$ cat config.mk
export PLATFORM = sky130hd
export DESIGN_NAME = latch_write_seq
export DESIGN_NICKNAME = d
export VERILOG_FILES = /design/src/rtl/latch_seq_pkg.sv /design/src/rtl/arb2.sv /design/src/rtl/latch_write_seq.sv
export SDC_FILE = /design/constraint.sdc
export NUM_CORES = 1
export LEC_CHECK = 0
export BUFFER_PORTS_ARGS = -buffer_cell sky130_fd_sc_hd__buf_2
export CORE_MARGIN = 3
export CORE_UTILIZATION = 44
export DETAILED_ROUTE_END_ITERATION = 10
export PLACE_DENSITY = 0.81
export SYNTH_ARGS = -nofsm -noshare
export SYNTH_HDL_FRONTEND = slang
export SYNTH_SLANG_ARGS = --single-unit
$ cat constraint.sdc
create_clock -name clk -period 1.2 [get_ports clk]
set_input_delay 0.06 -clock clk [delete_from_list [all_inputs] [get_ports clk]]
set_output_delay 0.06 -clock clk [all_outputs]
set_load 0.05 [all_outputs]
$ cat src/rtl/latch_seq_pkg.sv
// Shared types and default parameters for the latch write sequencer.
package latch_seq_pkg;

  typedef enum logic [1:0] {
    IDLE  = 2'd0,
    SETUP = 2'd1,
    GATE  = 2'd2,
    HOLD  = 2'd3
  } state_t;

  localparam int DEF_WIDTH    = 8;
  localparam int DEF_NADDR    = 4;
  localparam int DEF_HOLD_CYC = 1;

  // Wide enough for the largest legal hold length (15 cycles).
  localparam int HOLD_CW = 4;

endpackage

$ cat src/rtl/arb2.sv
// Two-requester arbiter with a one-hot grant.
// Optional macro LATCH_SEQ_ROUNDROBIN_EN: when defined, contention is resolved
// round-robin using a one-bit pointer; otherwise requester 0 always wins
// and the pointer, clock and reset ports do not exist.
module arb2 (
  input  logic [1:0] req,
  output logic [1:0] grant
`ifdef LATCH_SEQ_ROUNDROBIN_EN
  ,
  input  logic       clk,
  input  logic       rst_n,
  input  logic       adv
`endif
);

`ifdef LATCH_SEQ_ROUNDROBIN_EN
  // ptr high means requester 1 currently has priority.
  logic ptr;

  // Pointer moves away from whoever was just granted.
  always_ff @(posedge clk or negedge rst_n) begin
    if (!rst_n) begin
      ptr <= 1'b0;
    end else if (adv) begin
      ptr <= grant[0];
    end
  end

  // Grant the single requester, or the prioritized one under contention.
  always_comb begin
    grant = 2'b00;
    case (req)
      2'b01:   grant = 2'b01;
      2'b10:   grant = 2'b10;
      2'b11:   grant = ptr ? 2'b10 : 2'b01;
      default: grant = 2'b00;
    endcase
  end
`else
  // Fixed priority: requester 0 always wins contention.
  always_comb begin
    grant = 2'b00;
    if (req[0]) begin
      grant = 2'b01;
    end else if (req[1]) begin
      grant = 2'b10;
    end
  end
`endif

endmodule

$ cat src/rtl/latch_write_seq.sv
// Latch write sequencer: arbitrates two requesters and drives one latch word
// through SETUP (data valid, gate closed), GATE (one-cycle gate pulse) and
// HOLD (data held for HOLD_CYC cycles after the gate closes).
// Optional macro LATCH_SEQ_ROUNDROBIN_EN selects round-robin arbitration.
module latch_write_seq
  import latch_seq_pkg::*;
#(
  parameter int WIDTH    = DEF_WIDTH,
  parameter int NADDR    = DEF_NADDR,
  parameter int HOLD_CYC = DEF_HOLD_CYC,
  localparam int AW      = $clog2(NADDR)
) (
  input  logic             clk,
  input  logic             rst_n,
  input  logic [1:0]       req,
  input  logic [AW-1:0]    addr0,
  input  logic [AW-1:0]    addr1,
  input  logic [WIDTH-1:0] data0,
  input  logic [WIDTH-1:0] data1,
  output logic [1:0]       gnt,
  output logic [1:0]       done,
  output logic [WIDTH-1:0] lat_d,
  output logic [NADDR-1:0] lat_en,
  output logic             busy
);

  localparam logic [HOLD_CW-1:0] HOLD_LAST = HOLD_CW'(HOLD_CYC - 1);

  state_t               state_q;
  state_t               next_state;
  logic [HOLD_CW-1:0]   hold_cnt;
  logic [HOLD_CW-1:0]   hold_nxt;
  logic [AW-1:0]        cap_addr;
  logic                 cap_sel;
  logic [1:0]           grant;
  logic                 accept;
  logic [1:0]           gnt_nxt;
  logic [1:0]           done_nxt;
  logic [NADDR-1:0]     lat_en_nxt;

  // A request is only taken while idle; this also advances the arbiter.
  assign accept = (state_q == IDLE) && (req != 2'b00);
  assign busy   = (state_q != IDLE);

  arb2 u_arb (
    .req   (req),
    .grant (grant)
`ifdef LATCH_SEQ_ROUNDROBIN_EN
    ,
    .clk   (clk),
    .rst_n (rst_n),
    .adv   (accept)
`endif
  );

  // FSM state register.
  always_ff @(posedge clk or negedge rst_n) begin
    if (!rst_n) begin
      state_q <= IDLE;
    end else begin
      state_q <= next_state;
    end
  end

  // Next-state logic; the hold counter restarts from zero on entry to HOLD.
  always_comb begin
    next_state = state_q;
    hold_nxt   = '0;
    case (state_q)
      IDLE: begin
        if (accept) begin
          next_state = SETUP;
        end
      end
      SETUP: next_state = GATE;
      GATE:  next_state = HOLD;
      HOLD: begin
        hold_nxt = hold_cnt + HOLD_CW'(1);
        if (hold_cnt == HOLD_LAST) begin
          next_state = IDLE;
        end
      end
      default: next_state = IDLE;
    endcase
  end

  // Next values of the registered outputs, so every output leaves a flop.
  always_comb begin
    gnt_nxt    = accept ? grant : 2'b00;
    lat_en_nxt = '0;
    if (state_q == SETUP) begin
      lat_en_nxt[cap_addr] = 1'b1;
    end
    done_nxt = 2'b00;
    if ((next_state == HOLD) && (hold_nxt == HOLD_LAST)) begin
      done_nxt = {cap_sel, ~cap_sel};
    end
  end

  // Capture registers, hold counter and registered outputs.
  always_ff @(posedge clk or negedge rst_n) begin
    if (!rst_n) begin
      cap_addr <= '0;
      cap_sel  <= 1'b0;
      lat_d    <= '0;
      hold_cnt <= '0;
      gnt      <= 2'b00;
      done     <= 2'b00;
      lat_en   <= '0;
    end else begin
      if (accept) begin
        cap_sel  <= grant[1];
        cap_addr <= grant[1] ? addr1 : addr0;
        lat_d    <= grant[1] ? data1 : data0;
      end
      hold_cnt <= hold_nxt;
      gnt      <= gnt_nxt;
      done     <= done_nxt;
      lat_en   <= lat_en_nxt;
    end
  end

endmodule

==> summary.md, run 1 <==
| Metric | Value |
|---|---|
| CTS clk-pin slew, worst paths | `140 ps` |
| Post-Syn Area per Cell | `~11 um2` |
| Ports | `a little over 40` |
| Power Density | `2770 mW/mm2` |
| Worst setup margin | `-88.3 ps` |
| Pin count of the biggest net entering global routing | `26` |
| Die Span X | `57.8 um` |
| WL/cell | `around 16 um` |
| Site Rows | `18` |
| Total Wirelength | `3240 um` |
| Reg2reg path depth | `5` |
| Fin crit period | `approximately 1300 ps` |
| Cts bufs inserted | `3` |
| Cell count after synthesis | `108` |
| Hold Slack | `14.8 ps` |
| Syn. warnings | `0` |
| Arrival time worst endpoint | `1550 ps` |
| Setup WS pre-CTS | `-61.4 ps` |
| Clk sinks | `25` |
| Fin Clk Skew | `9.32 ps` |
| Max-Cap Viols | `0` |
| Largest fanout on the critical path | `5` |
| Drt via density | `5.38` |
| Die height | `between 50 and 60 um` |
| Total power | `4.92 mW` |
| FILL cells | `188` |
| Relative slew margins | `62.8%` |
| CTS tree | `built` |
| GRT Overall Usage | `18.2%` |
| R2r setup slk | `-90 ps` |
| GRT overflow | `0` |
| Clk Latency, worst-skew pair | `320 ps` |
| N_diodes | `0` |
| Root buffer cell | `clkbuf_4` |
| Beginning of the worst register-to-register path | `state_q[1]$_DFF_PN0_` |
| NumNets Final | `202` |
| Final ANT Viol Nets | `0` |
| Failing checks | `negative setup slack` |
| Critical Path RT | `1460 ps` |
| Initial antenna violation count | `0` |
| Syn_nets | `approximately 130` |
| Mapped Area | `0.00118 mm2` |
| Critical path class | `reg2reg` |
| Worst setup SP type | `flip-flop` |
| Port buffer count | `40` |
| Peak supply drop | `2.18 mV` |
| Synthesis-stage register bit count | `25` |
| TritonRoute pass-1 iters | `4` |
| Placer Congestion | `0.723` |
| Status | `complete, but fails checks` |
| Final Slew Violations | `0` |
| Worst Tran Pin Value | `558 ps` |
| Setup-failing EPs final | `16` |
| H-tree Lvls | `1` |
| Die area | `between 0.003 and 0.004 mm2` |
| Max Fclk | `776 MHz` |
| Final Hold Violating Endpoints | `0` |
| CP Launch Point | `state_q[1]$_DFF_PN0_` |
| Critical Path Sink | `lat_d[7]$_DFFE_PN0P_` |
| Period utilization | `107%` |
| Via count | `1102` |
| Starting DRC count in detailed routing | `19` |
| Worst Hold Class | `in2reg` |
| Vias in the first global route | `~1100` |
| Area delta synth->final | `49.9%` |
| Crit Reg-Reg Endpoint | `lat_d[7]$_DFFE_PN0P_` |
| P_leak | `roughly 0.8 nW` |
| Layout cells sized above 1 | `between 40% and 50%` |
| Initial core utilization | `46.9%` |
| Register area share after synthesis | `52.9%` |
| RSZ-0062 raised after global routing | `yes` |
| Most frequent cells in the layout | `buf_2 (39), dfrtp_1 (24), buf_4 (12)` |
| DR DRC count | `0` |
| Clock tree buffer depth | `2` |
| Critical Path End Type | `flip-flop` |
| HPWL Detailed | `1910 um` |
| Commonest non-fill, non-tap cell in the layout | `buf_2` |
| Core area | `0.00252 mm2` |
| First-pass GRT wire length | `4810 um` |
| Synth unique cells | `28` |
-- Yosys cell counts --
library cell / instances / area, um2
dfrtp_1: 25 / 626
a31oi_1: 11 / 68.8
nor2b_1: 11 / 68.8
o21ai_1: 10 / 50.1
a22oi_2: 8 / 100
nor2_1: 6 / 22.5
nand2_1: 5 / 18.8
inv_1: 4 / 15.0
buf_2: 3 / 15.0
a22oi_1: 2 / 15.0
buf_6: 2 / 22.5
ha_1: 2 / 25.0
nand2_2: 2 / 12.5
nand3_1: 2 / 10.0
nor4_1: 2 / 12.5
a21oi_1: 1 / 5.00
and3_1: 1 / 6.26
clkbuf_1: 1 / 3.75
inv_2: 1 / 3.75
mux2i_2: 1 / 13.8
nand2b_1: 1 / 6.26
nand3b_1: 1 / 7.51
nand4bb_1: 1 / 11.3
nor2_4: 1 / 11.3
nor3_1: 1 / 5.00
nor3b_2: 1 / 12.5
o21ai_0: 1 / 5.00
xnor2_1: 1 / 8.76
-- cell type report --
type	count	area (um2)	area share [%]
clock inverter	1	5.00	0.282
multi-input combinational	72	583	32.9
sequential	25	627	35.4
timing repair buffer	69	474	26.7
tap	30	37.5	2.12
clock buffer	3	22.5	1.27
inverter	5	23.8	1.34
-- routing by layer --
metal | share of wire (%) | global-route usage [%] | vias up
met4 | 0.59 | 4.30 | 0
li1 | - | - | 520
met1 | 40 | 23.5 | 539
met2 | 54 | 31.3 | 39
met3 | 5.5 | 3.79 | 4
met5 | 0 | 0 | -
-- worst min-delay path by stage --
stage,endpoint,cells past startpoint,startpoint,slack [ps]
finish,lat_d[1]$_DFFE_PN0P_,3,data1[1],10
global route,cap_addr[0]$_DFFE_PN0P_,3,addr1[0],20
CTS,lat_d[1]$_DFFE_PN0P_,3,data1[1],10
detailed placement,lat_d[0]$_DFFE_PN0P_,1,rst_n,80
global placement,lat_d[1]$_DFFE_PN0P_,1,rst_n,70
floorplan,cap_addr[0]$_DFFE_PN0P_,0,rst_n,-240
-- worst max-delay path: stages, from the launching register on --
cell and delay (ps):
dfrtp_2 470, buf_6 130, nor3b_4 290, buf_6 180
a22oi_2 70, o21ai_1 90
-- stage by stage --
stage	area [um2]	utilization [%]	instances	TNS, ps
finish	1770	70.3	205	-918
global route	1770	70.3	205	-1750
CTS	1650	65.4	197	-155
detailed placement	1420	56.2	177	-80.8
global placement	1420	56.2	177	0
floorplan	1180	-	108	0
-- timing repair --
item	in CTS	in global routing
pin swaps	6	7
gates resized for setup	13	15
setup endpoints to repair	3	14
buffers inserted	5	8
cloned	0	1
hold buffers	11	0
hold endpoints to repair	35	0
-- cells by family (layout without fill, tap and decap cells) --
| logic type | Yosys count | in the layout | share of synthesized area (%) |
|---|---|---|---|
| buf+inv | 11 | 78 | 5.08 |
| fa+ha+maj | 2 | 2 | 2.12 |
| xor+xnor | 1 | 1 | 0.741 |
| simple gates | 35 | 35 | 17.4 |
| flops | 25 | 25 | 52.9 |
| compound gates | 33 | 33 | 20.6 |
| mux | 1 | 1 | 1.16 |
-- flip-flops by register name (all words and copies together), names as in the netlist --
| name | flops |
|---|---|
| lat_d | 8 |
| done | 2 |
| state_q | 2 |
| lat_en | 4 |
| gnt | 2 |
| cap_addr | 2 |
| hold_cnt | 4 |
| cap_sel | 1 |
-- power by group --
group          total, mW  internal [mW]  switching (mW)
registers           1.46           1.17           0.290
clock network      0.376          0.125           0.251
logic               3.08           1.21            1.86
(Power assumes the default switching activity.)
==> run 2: changes to the inputs <==
Settings changed: ABC_AREA set to 1, CORE_UTILIZATION 44 to 43.
==> run 2 against run 1 <==
Against the previous run:
- the flow still finishes with violations (negative setup slack)
- core utilization shrank 2.5 points
- non-clock buffer count is 8 lower
- sequential power is 6% lower
- final cell count rose by 4.9%
- fmax is 2.9% higher
- first-iteration DRC count down 58%
- synthesized area decreased by 4.3%
- hold slack better by 47 ps
- worst setup slack better by 36 ps
- register-to-register slack better by 40 ps
- design area down 9.7%
- combinational power shrank 23%
- largest cell class unchanged
- highest routed layer unchanged
==> summary.md, run 2 <==
| Metric | Value |
|---|---|
| Die Span X | `57.3 um (was 57.8 um)` |
| Hold Crit Start | `data0[3] (was data1[1])` |
| Arrival time worst endpoint | `1510 ps (was 1550 ps)` |
| Worst setup SP type | `flip-flop (unchanged)` |
| Most frequent cells after synthesis | `nand2_1 (26), dfrtp_1 (25), nor2_1 (16) (was dfrtp_1 (25), a31oi_1 (11), nor2b_1 (11))` |
| Max Fclk | `799 MHz (was 776 MHz)` |
| Syn. warnings | `0 (unchanged)` |
| Most frequent cells in the layout | `buf_2 (39), dfrtp_1 (24), nand2_1 (23) (was buf_2 (39), dfrtp_1 (24), buf_4 (12))` |
| Port buffer count | `40 (unchanged)` |
| Fin Clk Skew | `12.5 ps (was 9.32 ps)` |
| Fin area | `0.00160 mm2 (was 0.00177 mm2)` |
| FILL cells | `178 (was 188)` |
| Total Wirelength | `2710 um (was 3240 um)` |
| Final ANT Viol Nets | `0 (unchanged)` |
| Relative slew margins | `63.9% (was 62.8%)` |
| Drt via density | `5.02 (was 5.38)` |
| Period utilization | `104% (was 107%)` |
| Syn_nets | `153 (was 134)` |
| Reg area | `627 um2 (unchanged)` |
| Area delta synth->final | `41.6% (was 49.9%)` |
| WL/cell | `12.6 um (was 15.8 um)` |
| Vias in the first global route | `1091 (was 1060)` |
| GRT Overall Usage | `17.9% (was 18.2%)` |
| Largest regs | `lat_d x8, hold_cnt x4, lat_en x4 (unchanged)` |
| Worst setup margin | `-51.8 ps (was -88.3 ps)` |
| Placer Congestion | `0.801 (was 0.723)` |
| Post-synthesis adder-cell area fraction | `2.21% (was 2.12%)` |
| HPWL Detailed | `1760 um (was 1910 um)` |
| Final Hold Violating Endpoints | `0 (unchanged)` |
| Die height | `57.3 um (was 57.8 um)` |
| Failing checks | `negative setup slack (unchanged)` |
| Multi-input gate area | `454 um2 (was 583 um2)` |
| Top layer in use | `met4 (unchanged)` |
| NumNets Final | `214 (was 202)` |
| Mux cell area share after synthesis | `0% (was 1.16%)` |
| Register with the most flip-flops | `lat_d (unchanged)` |
| Worst Hold Class | `in2reg (unchanged)` |
| P_leak | `0.875 nW (was 0.811 nW)` |
| Met2 routed WL | `1300 um (was 1760 um)` |
| Starting DRC count in detailed routing | `8 (was 19)` |
| Post-Synth Simple-Gate Area | `20.2% (was 17.4%)` |
| Status | `complete, but fails checks (unchanged)` |
| Placed Area | `0.00135 mm2 (was 0.00142 mm2)` |
| Max reg flops | `8 (unchanged)` |
| Root buffer cell | `clkbuf_4 (unchanged)` |
| CTS clk-pin slew, worst paths | `150 ps (was 140 ps)` |
| Initial antenna violation count | `0 (unchanged)` |
| Ports | `41 (unchanged)` |
| Largest family of logic cells by synthesized area | `simple AND/OR/NAND/NOR gates (was compound AO/OA/AOI/OAI gates)` |
| GRT overflow | `0 (unchanged)` |
| First-pass GRT wire length | `4550 um (was 4810 um)` |
| Core area | `0.00236 mm2 (was 0.00252 mm2)` |
| Critical Path End Type | `flip-flop (unchanged)` |
| Beginning of the worst register-to-register path | `state_q[0]$_DFF_PN0_ (was state_q[1]$_DFF_PN0_)` |
| Setup WS pre-CTS | `-61.2 ps (was -61.4 ps)` |
| TritonRoute pass-1 iters | `4 (unchanged)` |
| Synthesis-stage register bit count | `25 (unchanged)` |
| Pin count of the biggest net entering global routing | `26 (unchanged)` |
| Die area | `0.00328 mm2 (was 0.00335 mm2)` |
| Max-Cap Viols | `0 (unchanged)` |
| Asr flop ratio synth | `100% (unchanged)` |
| H-tree Lvls | `1 (unchanged)` |
| Worst Tran Pin Value | `541 ps (was 558 ps)` |
| Top cell type by total area after synthesis | `dfrtp_1 (unchanged)` |
| Commonest non-fill, non-tap cell in the layout | `buf_2 (unchanged)` |
| Peak supply drop | `1.93 mV (was 2.18 mV)` |
| R2r setup slk | `-50 ps (was -90 ps)` |
| Largest cells by area after synthesis | `dfrtp_1 (55%), nand2_1 (8.6%), nor2_1 (5.3%) (was dfrtp_1 (53%), a22oi_2 (8.5%), a31oi_1 (5.8%))` |
| Reg2reg path depth | `6 (was 5)` |
| Cts bufs inserted | `3 (unchanged)` |
| Hold Slack | `61.7 ps (was 14.8 ps)` |
| Total power | `4.12 mW (was 4.92 mW)` |
| Layout cells sized above 1 | `42.2% (was 49.7%)` |
| Hold Path Depth | `5 (was 3)` |
| Synth unique cells | `19 (was 28)` |
| DR DRC count | `0 (unchanged)` |
| Metal3 WL | `217 um (was 177 um)` |
| Number of flops mapped to enable cells by yosys | `0 (unchanged)` |
| Hold EP | `lat_d[3]$_DFFE_PN0P_ (was lat_d[1]$_DFFE_PN0P_)` |
| Clk Latency, worst-skew pair | `330 ps (was 320 ps)` |
| Critical Path RT | `1460 ps (about the same)` |
| Post-Syn Area per Cell | `8.91 um2 (was 10.9 um2)` |
| RSZ-0062 raised after global routing | `yes (unchanged)` |
| N_diodes | `0 (unchanged)` |
| Setup-failing EPs final | `3 (was 16)` |
| Critical path class | `reg2reg (unchanged)` |
| Initial core utilization | `47.9% (was 46.9%)` |
| Post-synthesis compound-gate area fraction | `13.2% (was 20.6%)` |
| Wl on met1 | `1110 um (was 1290 um)` |
| Largest fanout on the critical path | `4 (was 5)` |
| Power Density | `2570 mW/mm2 (was 2770 mW/mm2)` |
| Clock tree buffer depth | `2 (unchanged)` |
| Via count | `1080 (was 1102)` |
| Final Slew Violations | `0 (unchanged)` |
| Most frequent cell after synthesis | `nand2_1 (was dfrtp_1)` |
| Most used DFF post-synth | `dfrtp_1 (unchanged)` |
| Site Rows | `17 (was 18)` |
| Register area share after synthesis | `55.3% (was 52.9%)` |
| CTS tree | `built (unchanged)` |
| Fin crit period | `1250 ps (was 1290 ps)` |
| Mapped Area | `0.00113 mm2 (was 0.00118 mm2)` |
| Clk sinks | `25 (unchanged)` |
| Cell count after synthesis | `127 (was 108)` |
| Top cell type's share of synthesized area | `55.3% (was 52.9%)` |
| Crit Reg-Reg Endpoint | `done[0]$_DFF_PN0_ (was lat_d[7]$_DFFE_PN0P_)` |
| Final core occ | `67.8% (was 70.3%)` |
| XOR/XNOR Fraction of Synth Area | `0% (was 0.741%)` |
run 2: changes by cell type after synthesis, sizes merged, moves of 2 or more:
cell	delta
nand2	+19
nor2	+12
a31oi	-11
nor2b	-11
a21oi	+10
a22oi	-10
inv	+10
nor3	+3
nand3	+2
nor4	-2
o21ai	+2
run 2: final cells by class:
| type | count | area share [%] |
|---|---|---|
| flip-flops and latches | 25 | 39.1 |
| multi-input cells | 82 | 28.4 |
| repair buffers | 61 | 24.9 |
| inverters | 15 | 3.52 |
| well taps | 28 | 2.19 |
| clock buffers | 3 | 1.41 |
| clock inverters | 1 | 0.469 |
run 2: report_power, final:
group	internal [mW]	switching, mW	total [mW]
clock network	0.127	0.263	0.391
logic	0.765	1.60	2.36
registers	1.16	0.204	1.37
run 2: logic make-up after synthesis:
| kind of cell | after synthesis |
|---|---|
| buffers and inverters | 20 |
| flip-flops | 25 |
| AO/OA/AOI/OAI | 25 |
| AND/OR/NAND/NOR | 55 |
| adder cells (fa/ha/maj) | 2 |
run 2: critical path, stage by stage (launching register included):
cell	delay, ps
dfrtp_1	450
buf_4	160
nand2_1	140
inv_1	100
nand3_1	130
nand3_2	100
nor2_1	100
run 2: per-layer routing:
layer	GRT usage, %	up-vias
li1	-	523
met1	20.3	504
met2	31.0	44
met3	4.75	9
met4	8.94	0
met5	0	-
run 2: what timing repair did:
item                       CTS  global route
pin swaps                    6             7
hold buffers                11             0
hold endpoints to repair    35             0
resized for setup           16             6
buffers inserted             2             4
setup endpoints to repair   11            13
run 2: worst max path at each step:
| stage | slack (ps) | cells after the start | endpoint | startpoint |
|---|---|---|---|---|
| floorplan | 50 | 4 | cap_sel$_DFFE_PN0P_ | state_q[0]$_DFF_PN0_ |
| global placement | 6 | 7 | done[1]$_DFF_PN0_ | hold_cnt[0]$_DFF_PN0_ |
| detailed placement | -60 | 7 | done[0]$_DFF_PN0_ | hold_cnt[0]$_DFF_PN0_ |
| CTS | -50 | 9 | done[0]$_DFF_PN0_ | hold_cnt[0]$_DFF_PN0_ |
| global route | -110 | 6 | done[1]$_DFF_PN0_ | state_q[0]$_DFF_PN0_ |
| finish | -50 | 6 | done[0]$_DFF_PN0_ | state_q[0]$_DFF_PN0_ |
run 2: metrics by stage:
stage / TNS, ps / instances
floorplan: 0 / 127
CTS: -124 / 211
detailed placement: -252 / 194
global route: -409 / 215
finish: -116 / 215
global placement: 0 / 194
==> run 3: changes to the inputs <==
Settings changed: CELL_PAD_IN_SITES_DETAIL_PLACEMENT set to 0, CELL_PAD_IN_SITES_GLOBAL_PLACEMENT set to 1, CORE_UTILIZATION 43 to 31, PLACE_DENSITY 0.81 to 0.8.
==> run 3 against run 2 <==
Against the previous run:
- fmax grew 1.8%
- the flow still finishes with violations (negative setup slack)
- critical path type unchanged
- combinational power shrank 8.9%
- sequential power is essentially flat
- register-to-register slack gained 20 ps
- critical path depth grew 1
- die area grew 34%
- wire length shrank 11%
- largest cell class unchanged
- critical endpoint unchanged
==> summary.md, run 3 (synthesis gave the netlist of run 2 again) <==
| Metric | Value |
|---|---|
| Hold Crit Start | `req[0] (was data0[3])` |
| First-pass GRT wire length | `4060 um (was 4550 um)` |
| Max-Cap Viols | `0 (unchanged)` |
| Period utilization | `102% (was 104%)` |
| Port buffer count | `40 (unchanged)` |
| Worst path slowest cell | `dfrtp_1 (unchanged)` |
| Hold Slack | `34.9 ps (was 61.7 ps)` |
| H-tree Lvls | `1 (unchanged)` |
| GRT Overall Usage | `11.7% (was 17.9%)` |
| Power Density | `2450 mW/mm2 (was 2570 mW/mm2)` |
| Critical path class | `reg2reg (unchanged)` |
| Placed Area | `0.00139 mm2 (was 0.00135 mm2)` |
| Worst path most repeated cell | `nor2_1` |
| Core area | `0.00342 mm2 (was 0.00236 mm2)` |
| WL/cell | `10.4 um (was 12.6 um)` |
| Setup Total Neg Slack | `-58.5 ps (was -116 ps)` |
| CTS tree | `built (unchanged)` |
| Final Hold Violating Endpoints | `0 (unchanged)` |
| DP Cell Count | `214 (was 194)` |
| Failing checks | `negative setup slack (unchanged)` |
| HPWL Detailed | `1780 um (was 1760 um)` |
| Critical Path End Type | `flip-flop (unchanged)` |
| FILL cells | `365 (was 178)` |
| Die area | `0.00441 mm2 (was 0.00328 mm2)` |
| Pin count of the biggest net entering global routing | `26 (unchanged)` |
| Reg2reg path depth | `7 (was 6)` |
| Most frequent cells in the layout | `buf_2 (39), nand2_1 (25), dfrtp_1 (25) (was buf_2 (39), dfrtp_1 (24), nand2_1 (23))` |
| NumNets Final | `213 (was 214)` |
| TritonRoute pass-1 iters | `2 (was 4)` |
| DR DRC count | `0 (unchanged)` |
| Via count | `1004 (was 1080)` |
| Worst Tran Pin Value | `556 ps (was 541 ps)` |
| Final ANT Viol Nets | `0 (unchanged)` |
| Crit-path max cell delay | `430 ps (was 450 ps)` |
| Placer Congestion | `0.678 (was 0.801)` |
| P_leak | `0.866 nW (was 0.875 nW)` |
| Largest fanout on the critical path | `4 (unchanged)` |
| Setup WS pre-CTS | `-49.0 ps (was -61.2 ps)` |
| Worst Hold Class | `in2reg (unchanged)` |
| R2r setup slk | `-30 ps (was -50 ps)` |
| Initial core utilization | `33.1% (was 47.9%)` |
| Status | `complete, but fails checks (unchanged)` |
| Register with the most flip-flops | `lat_d (unchanged)` |
| Clock tree buffer depth | `2 (unchanged)` |
| Largest regs | `lat_d x8, hold_cnt x4, lat_en x4 (unchanged)` |
| Die height | `66.4 um (was 57.3 um)` |
| Die Span X | `66.4 um (was 57.3 um)` |
| Max reg flops | `8 (unchanged)` |
| Clk Latency, worst-skew pair | `310 ps (was 330 ps)` |
| Ports | `41 (unchanged)` |
| Peak supply drop | `1.24 mV (was 1.93 mV)` |
| Hold Path Depth | `3 (was 5)` |
| Fin Clk Skew | `8.18 ps (was 12.5 ps)` |
| Crit Reg-Reg Endpoint | `done[0]$_DFF_PN0_ (unchanged)` |
| Final std cells w/o fill | `232 (was 215)` |
| Cts bufs inserted | `3 (unchanged)` |
| Drt via density | `4.33 (was 5.02)` |
| Commonest non-fill, non-tap cell in the layout | `buf_2 (unchanged)` |
| Final Slew Violations | `0 (unchanged)` |
| Total Wirelength | `2410 um (was 2710 um)` |
| Worst setup margin | `-29.3 ps (was -51.8 ps)` |
| Area delta synth->final | `39.0% (was 41.6%)` |
| Number of stages on the worst setup path | `7 (was 6)` |
| Critical Path, Cell by Cell | `inv_1 -> ha_2 -> inv_2 -> a21oi_1 -> nor2_1 -> nand3_1 -> nor2_1 (was buf_4 -> nand2_1 -> inv_1 -> nand3_1 -> nand3_2 -> nor2_1)` |
| Hold EP | `gnt[0]$_DFF_PN0_ (was lat_d[3]$_DFFE_PN0P_)` |
| Clk sinks | `25 (unchanged)` |
| CTS clk-pin slew, worst paths | `130 ps (was 150 ps)` |
| Layout cells sized above 1 | `36.0% (was 42.2%)` |
| CP delay by family, top | `flip-flops (was simple AND/OR/NAND/NOR gates)` |
| GRT overflow | `0 (unchanged)` |
| Arrival time worst endpoint | `1470 ps (was 1510 ps)` |
| Initial antenna violation count | `0 (unchanged)` |
| Site Rows | `21 (was 17)` |
| Worst setup SP type | `flip-flop (unchanged)` |
| Starting DRC count in detailed routing | `21 (was 8)` |
| Max Fclk | `813 MHz (was 799 MHz)` |
| N_diodes | `0 (unchanged)` |
| Beginning of the worst register-to-register path | `hold_cnt[1]$_DFF_PN0_ (was state_q[0]$_DFF_PN0_)` |
| Root buffer cell | `clkbuf_4 (unchanged)` |
| RSZ-0062 raised after global routing | `yes (unchanged)` |
| Relative slew margins | `62.9% (was 63.9%)` |
| CP bufs+invs | `2 (unchanged)` |
| Vias in the first global route | `981 (was 1091)` |
| Setup-failing EPs final | `2 (was 3)` |
| Fin crit period | `1230 ps (was 1250 ps)` |
| Fin area | `0.00157 mm2 (was 0.00160 mm2)` |
| Critical Path RT | `1440 ps (was 1460 ps)` |
## run 3: per-layer routing
layer / vias up / track usage (%) / routed length (um)
met4: 0 / 3.05 / 0
met2: 32 / 19.5 / 1150
met1: 452 / 14.7 / 1080
met3: 0 / 3.23 / 178
met5: - / 0 / 0
li1: 520 / - / -
## run 3: tightest hold or removal path: cells and delay by family
family / cells / cell delay, ps
buffers and inverters: 2 / 200
AND/OR/NAND/NOR: 1 / 60
## run 3: repair_timing
action	in CTS	in global routing
setup endpoints to repair	8	15
resized for setup	3	6
buffers inserted	3	0
hold endpoints to repair	35	0
pin swaps	1	5
hold buffers	11	0
## run 3: through the flow
step	power (mW)	util [%]
2_1_floorplan	2.87	-
3_3_place_gp	3.29	40.6
3_5_place_dp	3.32	40.6
4_1_cts	3.83	45.5
5_1_grt	4.15	46.0
6_report	3.85	46.0
## run 3: cell type report
cell class | count | area [um2] | share of cell area [%]
multi-input combinational | 82 | 423 | 26.9
tap | 46 | 57.6 | 3.66
clock buffer | 4 | 26.3 | 1.67
sequential | 25 | 626 | 39.8
inverter | 15 | 56.3 | 3.58
timing repair buffer | 60 | 384 | 24.4
## run 3: worst max path at each step
| stage | slack, ps | to | startpoint |
|---|---|---|---|
| floorplan | 50 | cap_sel$_DFFE_PN0P_ | state_q[0]$_DFF_PN0_ |
| global placement | 20 | done[1]$_DFF_PN0_ | hold_cnt[0]$_DFF_PN0_ |
| detailed placement | -50 | done[0]$_DFF_PN0_ | hold_cnt[0]$_DFF_PN0_ |
| CTS | -30 | done[0]$_DFF_PN0_ | hold_cnt[1]$_DFF_PN0_ |
| global route | -130 | done[1]$_DFF_PN0_ | hold_cnt[1]$_DFF_PN0_ |
| finish | -30 | done[0]$_DFF_PN0_ | hold_cnt[1]$_DFF_PN0_ |
## run 3: report_power, final
part           switching, mW  internal, mW  leakage, nW  total, mW
Clock                  0.234         0.130       0.0150      0.364
Combinational           1.50         0.648        0.529       2.15
Sequential             0.177          1.16        0.322       1.34
